`config.mk`:
```
export PLATFORM = sky130hd
export DESIGN_NAME = pulse_sweep_controller_flat
export DESIGN_NICKNAME = d
export VERILOG_FILES = /design/src/rtl/pulse_gen_pkg.sv /design/src/rtl/pulse_sweep_controller_if.sv /design/src/rtl/sweep_step_timer.sv /design/src/rtl/pulse_sweep_controller.sv /design/src/flat_wrapper.sv
export SDC_FILE = /design/constraint.sdc
export NUM_CORES = 1
export LEC_CHECK = 0
export CORE_ASPECT_RATIO = 1.25
export CORE_MARGIN = 10
export CORE_UTILIZATION = 40
export DETAILED_ROUTE_END_ITERATION = 12
export HOLD_SLACK_MARGIN = 0.1
export PLACE_DENSITY = 0.55
export SYNTH_ARGS = -nofsm -noshare
export SYNTH_HDL_FRONTEND = slang
export SYNTH_HIERARCHICAL = 1
export SYNTH_SLANG_ARGS = --single-unit
```
`constraint.sdc`:
```
create_clock -name clk -period 3.5 [get_ports clk]
set_input_delay 0.7 -clock clk [delete_from_list [all_inputs] [get_ports clk]]
set_output_delay 0.7 -clock clk [all_outputs]
set_load 0.1 [all_outputs]
```
`src/rtl/pulse_gen_pkg.sv`:
```
// Shared definitions for the pulse generator and its sweep control logic.
package pulse_gen_pkg;

    typedef enum logic [1:0] {
        S_IDLE = 2'd0,
        S_RUN  = 2'd1,
        S_GAP  = 2'd2,
        S_FIN  = 2'd3
    } state_t;

    localparam logic [3:0] FREQ_MIN = 4'd1;
    localparam logic [3:0] FREQ_MAX = 4'd10;
    localparam logic [3:0] FREQ_RST = 4'd5;

    localparam logic [1:0] DUTY_HALF    = 2'b00;
    localparam logic [1:0] DUTY_THIRD   = 2'b01;
    localparam logic [1:0] DUTY_QUARTER = 2'b10;
    localparam logic [1:0] DUTY_SEVENTH = 2'b11;

    // True when f is a frequency the generator can produce.
    function automatic logic freq_ok(input logic [3:0] f);
        return (f >= FREQ_MIN) && (f <= FREQ_MAX);
    endfunction

endpackage

```
`src/rtl/pulse_sweep_controller_if.sv`:
```
// Control/config/generator-drive bundle of the sweep controller.
interface pulse_sweep_controller_if;
    logic       start;
    logic       stop;
    logic [3:0] cfg_f_start;
    logic [3:0] cfg_f_stop;
    logic [1:0] cfg_duty;
    logic       cfg_duty_all;
    logic       cfg_loop;
    logic [3:0] gen_freq_mhz;
    logic [1:0] gen_duty_mode;
    logic       gen_enable;
    logic       busy;
    logic       done;
    logic       err;
    logic       aborted;

    // Front-panel / UART side.
    modport master (
        output start, stop, cfg_f_start, cfg_f_stop, cfg_duty, cfg_duty_all, cfg_loop,
        input  gen_freq_mhz, gen_duty_mode, gen_enable, busy, done, err, aborted
    );

    // Sweep controller side.
    modport slave (
        input  start, stop, cfg_f_start, cfg_f_stop, cfg_duty, cfg_duty_all, cfg_loop,
        output gen_freq_mhz, gen_duty_mode, gen_enable, busy, done, err, aborted
    );
endinterface

```
`src/rtl/sweep_step_timer.sv`:
```
// Dwell/gap step timer: counts up while enabled, tc on the terminal value.
// Clearing whenever disabled or at tc means every entry into RUN/GAP starts at 0.
module sweep_step_timer #(
    parameter int CNT_W = 20
) (
    input  logic             clk,
    input  logic             rst_n,
    input  logic             en,
    input  logic [CNT_W-1:0] last,
    output logic             tc
);
    logic [CNT_W-1:0] cnt;

    assign tc = en && (cnt == last);

    // Count cycles of the current step; restart on terminal count or when idle.
    always_ff @(posedge clk) begin
        if (!rst_n)          cnt <= '0;
        else if (!en || tc)  cnt <= '0;
        else                 cnt <= cnt + CNT_W'(1);
    end
endmodule

```
`src/rtl/pulse_sweep_controller.sv`:
```
// Sequences the pulse generator through a frequency (and optional duty) sweep,
// holding each setting for a dwell and disabling it for a gap between settings.
module pulse_sweep_controller
    import pulse_gen_pkg::*;
#(
    parameter int DWELL_CYCLES = 1_000_000,
    parameter int GAP_CYCLES   = 4,
    parameter int CNT_W        = 20
) (
    input  logic                     clk,
    input  logic                     rst_n,
    pulse_sweep_controller_if.slave  bus
);
    state_t     state;

    // Configuration captured at start
    logic [3:0] f_start_q, f_stop_q;
    logic [1:0] duty_cfg_q;
    logic       duty_all_q, loop_q, dir_up_q;

    // Registered outputs
    logic [3:0] freq;
    logic [1:0] duty;
    logic       enable, busy, done, err, aborted;

    logic             tmr_en, tc;
    logic [CNT_W-1:0] tmr_last;

    assign tmr_en   = (state == S_RUN) || (state == S_GAP);
    assign tmr_last = (state == S_GAP) ? CNT_W'(GAP_CYCLES - 1) : CNT_W'(DWELL_CYCLES - 1);

    sweep_step_timer #(.CNT_W(CNT_W)) u_timer (
        .clk  (clk),
        .rst_n(rst_n),
        .en   (tmr_en),
        .last (tmr_last),
        .tc   (tc)
    );

    // Sweep FSM with config latch, step arithmetic and registered outputs.
    always_ff @(posedge clk) begin
        if (!rst_n) begin
            state      <= S_IDLE;
            f_start_q  <= FREQ_RST;
            f_stop_q   <= FREQ_RST;
            duty_cfg_q <= DUTY_HALF;
            duty_all_q <= 1'b0;
            loop_q     <= 1'b0;
            dir_up_q   <= 1'b0;
            freq       <= FREQ_RST;
            duty       <= DUTY_HALF;
            enable     <= 1'b0;
            busy       <= 1'b0;
            done       <= 1'b0;
            err        <= 1'b0;
            aborted    <= 1'b0;
        end else begin
            done <= 1'b0;
            case (state)
                S_IDLE: begin
                    if (bus.start) begin
                        f_start_q  <= bus.cfg_f_start;
                        f_stop_q   <= bus.cfg_f_stop;
                        duty_cfg_q <= bus.cfg_duty;
                        duty_all_q <= bus.cfg_duty_all;
                        loop_q     <= bus.cfg_loop;
                        dir_up_q   <= (bus.cfg_f_start <= bus.cfg_f_stop);
                        busy       <= 1'b1;
                        aborted    <= 1'b0;
                        if (freq_ok(bus.cfg_f_start) && freq_ok(bus.cfg_f_stop)) begin
                            err    <= 1'b0;
                            freq   <= bus.cfg_f_start;
                            duty   <= bus.cfg_duty_all ? DUTY_HALF : bus.cfg_duty;
                            enable <= 1'b1;
                            state  <= S_RUN;
                        end else begin
                            err    <= 1'b1;
                            done   <= 1'b1;
                            state  <= S_FIN;
                        end
                    end
                end
                S_RUN: begin
                    if (bus.stop) begin
                        enable  <= 1'b0;
                        aborted <= 1'b1;
                        done    <= 1'b1;
                        state   <= S_FIN;
                    end else if (tc) begin
                        enable <= 1'b0;
                        state  <= S_GAP;
                        if (duty_all_q && duty != DUTY_SEVENTH) begin
                            duty <= duty + 2'd1;
                        end else if (freq != f_stop_q) begin
                            freq <= dir_up_q ? freq + 4'd1 : freq - 4'd1;
                            if (duty_all_q) duty <= DUTY_HALF;
                        end else if (loop_q) begin
                            freq <= f_start_q;
                            duty <= duty_all_q ? DUTY_HALF : duty_cfg_q;
                        end else begin
                            done  <= 1'b1;
                            state <= S_FIN;
                        end
                    end
                end
                S_GAP: begin
                    if (bus.stop) begin
                        aborted <= 1'b1;
                        done    <= 1'b1;
                        state   <= S_FIN;
                    end else if (tc) begin
                        enable <= 1'b1;
                        state  <= S_RUN;
                    end
                end
                S_FIN: begin
                    busy  <= 1'b0;
                    state <= S_IDLE;
                end
                default: state <= S_IDLE;
            endcase
        end
    end

    assign bus.gen_freq_mhz  = freq;
    assign bus.gen_duty_mode = duty;
    assign bus.gen_enable    = enable;
    assign bus.busy          = busy;
    assign bus.done          = done;
    assign bus.err           = err;
    assign bus.aborted       = aborted;
endmodule

```
`src/flat_wrapper.sv`:
```
// flat-port wrapper written by rule: the top's interface ports become plain ports
module pulse_sweep_controller_flat import pulse_gen_pkg::*;
#(
    parameter int DWELL_CYCLES = 1_000_000,
    parameter int GAP_CYCLES   = 4,
    parameter int CNT_W        = 20
)
  (clk, rst_n, bus_start, bus_stop, bus_cfg_f_start, bus_cfg_f_stop, bus_cfg_duty, bus_cfg_duty_all, bus_cfg_loop, bus_gen_freq_mhz, bus_gen_duty_mode, bus_gen_enable, bus_busy, bus_done, bus_err, bus_aborted);
  pulse_sweep_controller_if bus_i ();
  input  logic clk;
  input  logic rst_n;
  input wire logic [$bits(bus_i.start)-1:0] bus_start;
  input wire logic [$bits(bus_i.stop)-1:0] bus_stop;
  input wire logic [$bits(bus_i.cfg_f_start)-1:0] bus_cfg_f_start;
  input wire logic [$bits(bus_i.cfg_f_stop)-1:0] bus_cfg_f_stop;
  input wire logic [$bits(bus_i.cfg_duty)-1:0] bus_cfg_duty;
  input wire logic [$bits(bus_i.cfg_duty_all)-1:0] bus_cfg_duty_all;
  input wire logic [$bits(bus_i.cfg_loop)-1:0] bus_cfg_loop;
  output wire logic [$bits(bus_i.gen_freq_mhz)-1:0] bus_gen_freq_mhz;
  output wire logic [$bits(bus_i.gen_duty_mode)-1:0] bus_gen_duty_mode;
  output wire logic [$bits(bus_i.gen_enable)-1:0] bus_gen_enable;
  output wire logic [$bits(bus_i.busy)-1:0] bus_busy;
  output wire logic [$bits(bus_i.done)-1:0] bus_done;
  output wire logic [$bits(bus_i.err)-1:0] bus_err;
  output wire logic [$bits(bus_i.aborted)-1:0] bus_aborted;
  assign bus_i.start = bus_start;
  assign bus_i.stop = bus_stop;
  assign bus_i.cfg_f_start = bus_cfg_f_start;
  assign bus_i.cfg_f_stop = bus_cfg_f_stop;
  assign bus_i.cfg_duty = bus_cfg_duty;
  assign bus_i.cfg_duty_all = bus_cfg_duty_all;
  assign bus_i.cfg_loop = bus_cfg_loop;
  assign bus_gen_freq_mhz = bus_i.gen_freq_mhz;
  assign bus_gen_duty_mode = bus_i.gen_duty_mode;
  assign bus_gen_enable = bus_i.gen_enable;
  assign bus_busy = bus_i.busy;
  assign bus_done = bus_i.done;
  assign bus_err = bus_i.err;
  assign bus_aborted = bus_i.aborted;
  pulse_sweep_controller #(.DWELL_CYCLES(DWELL_CYCLES), .GAP_CYCLES(GAP_CYCLES), .CNT_W(CNT_W)) u_core (.clk(clk), .rst_n(rst_n), .bus(bus_i));
endmodule
```
==> out/qor.yml <==
timing.hold.ws_ns: 0.471
core_area_um2: 6610
antenna_found_initial: 0
switching_share_pct: 48.8
power_switching_mw: 1.16
gp_congestion: 0.853
seq_power_share_pct: 30.0
worst_pin_slew_ns: 0.972
synth_cells: 325
fin_ws_ns: 0.375
ys_types: 49
ff_latch_area_um2: 921
drt-total-wl_mm: 6.22
nets: 386
dr_total_vias: 2207
maxCapViolCount: 0
synthArstFlopShare_pct: 0
dpl_cell_area_um2: 3070
first_iter_violations: 52
viasPerCell: 4.96
io_buffers: 26
yosys-top-cells-area: "dfxtp_1 34%, xor2_1 7.4%, xnor2_1 6.8%"
rows: 33
hold_buffers: 0
hold_path.class: "reg -> reg"
final_area_um2: 3190
boundaryPins: 27
finalHoldViolations: 0
finalCriticalPeriod_ns: 3.12
ys_seq_elements: 46
die_h_um: 112
p_leak_nw: 1.22
p_int_mw: 1.22
dp.cells: 436
power_density_nw_per_um2: 747
end_kind: "register"
yosys-top-cells-count: "46 x dfxtp_1, 45 x nand2_1, 32 x nor2_1"
yosys.area.top_type_share_pct: 33.8
start_util_pct: 41.2
timing.final.crit_share_pct: 89.3
finish.utilization_pct: 48.3
rsz0062_at_grt: "no"
finalSetupTns_ns: 0
fmax_mhz: 320
post-synth-top-count-cell: "dfxtp_1"
instances_no_fill: 445
multi_input_area_um2: 1710
grt_overflow: 0
status: "finished, final reports clean"
p_comb_share_pct: 55.5
finalMaxSlewViolations: 0
grt_use_total_pct: 12.2
numCtsBuffers: 5
avgSynthCellArea_um2: 8.38
drive_gt1_share_pct: 8.66
place_ws_ns: 0.154
h-tree-depth: 2
tritoncts: "done"
first_global_vias: 2209
hpwl_mm: 4.57
finalSetupViolCount: 0
grt_start_max_net_pins: 21
crit_path_start_kind: "register"
antenna_cells: 0
clkSlewWorstSetupHoldPaths_ns: 0.09
arrival_ns: 3.30
fillCellCount: 669
clkPwrFrac_pct: 14.5
ir_drop_uv: 390
clockBufferDepth: 2
synth_top_cell_by_area: "dfxtp_1"
worst-path-max-fanout: 11
total_power_mw: 2.38
die_area_um2: 10500
drc: 0
synthesis.area_um2: 2720
clock-sinks: 46
drtPass1Iterations: 4
grt_pass1_wl_mm: 10.7
insertion_delay_ns: 0.30
cts-root-buf: "clkbuf_8"
synth_edf_count: 0
die_x_um: 93.8
fin_skew_ns: 0.00301
wire_per_inst_um: 14.0
syn_to_final_growth_pct: 17.2
ys_warn_count: 6
path_class: "reg -> reg"
max_slew_margin_pct: 35.0
synth_top_flop_cell: "dfxtp_1"
ant_nets: 0
crit_required_ns: 3.68
seq_area_frac_synth_pct: 33.8
-- cells by family (layout without fill, tap and decap cells) --
kind of cell / count (synthesis) / after routing / share of synthesized area (%)
flops: 46 / 46 / 33.8
fa+ha+maj: 13 / 13 / 6.25
mux: 6 / 6 / 2.20
buf+inv: 33 / 58 / 5.01
xor+xnor: 44 / 44 / 14.1
compound gates: 55 / 55 / 14.8
other cells: 2 / 10 / 0.276
simple gates: 126 / 126 / 23.5
-- power groups by stage --
stage / Sequential (mW) / Clock [mW] / Combinational, mW
global placement: 0.729 / 0 / 1.29
global route: 0.732 / 0.378 / 1.44
finish: 0.716 / 0.345 / 1.32
floorplan: 1.02 / 0 / 0.724
detailed placement: 0.730 / 0 / 1.30
CTS: 0.718 / 0.360 / 1.30
-- layer usage --
layer | global-route usage (%) | part of all wire, % | up-vias
li1 | - | - | 1146
met4 | 3.35 | 1.2 | 0
met5 | 0 | 0 | -
met1 | 13.8 | 45 | 1027
met2 | 22.0 | 51 | 28
met3 | 2.80 | 2.8 | 6
-- layout make-up --
type,count,share of cell area (%)
inverters,20,2.47
clock buffers,7,2.70
clock inverters,1,0.157
repair buffers,30,8.70
flip-flops and latches,46,28.9
well taps,87,3.41
multi-input cells,254,53.7
-- state kept, by name (all words and copies together) (netlist names) --
name / count
u_core/bus.busy: 1
u_core/u_timer/cnt: 20
u_core/bus.done: 1
u_core/duty_all_q: 1
u_core/bus.gen_enable: 1
u_core/bus.err: 1
u_core/bus.gen_duty_mode: 2
u_core/bus.gen_freq_mhz: 4
u_core/f_start_q: 4
u_core/state: 2
u_core/bus.aborted: 1
u_core/duty_cfg_q: 2
u_core/dir_up_q: 1
u_core/f_stop_q: 4
u_core/loop_q: 1
-- what timing repair did --
action                                  4_1_cts  5_1_grt
gates resized for setup                       0        3
endpoints found under the setup margin        0        6
setup buffers                                 0        1
-- final timing paths --
path | from | endpoint | slack (ns) | depth (start not counted)
setup / recovery | u_core/state[0] | u_core/bus.gen_freq_mhz[0] | 0.38 | 14
hold / removal | u_core/duty_cfg_q[0] | u_core/duty_cfg_q[0] | 0.47 | 2
setup reg to reg | u_core/state[0] | u_core/bus.gen_freq_mhz[0] | 0.38 | 14
hold reg to reg | u_core/duty_cfg_q[0] | u_core/duty_cfg_q[0] | 0.47 | 2
-- critical path, stage by stage (launching register included) --
cell and delay (ns):
dfxtp_1 0.34, inv_1 0.12, ha_1 0.25, clkinvlp_4 0.28, xor2_1 0.22, nor4_1 0.30
nand3_1 0.16, nor3_2 0.21, nand2b_1 0.10, nand2_1 0.07, o21ai_0 0.22, a2111oi_4 0.27
buf_4 0.20, mux2i_1 0.18, nand2_1 0.06
-- layout by cell type (no fill, tap or decap), types with 10 or more instances in the layout --
master and n:
ha_1 12, xnor2_1 21, inv_1 19, xor2_1 23, conb_1 10, nor2_1 32
a21oi_1 10, dfxtp_1 46, o21ai_0 12, clkdlybuf4s50_1 21, nand2_1 45, a21boi_0 10
Power figures use the tool's default switching activity.
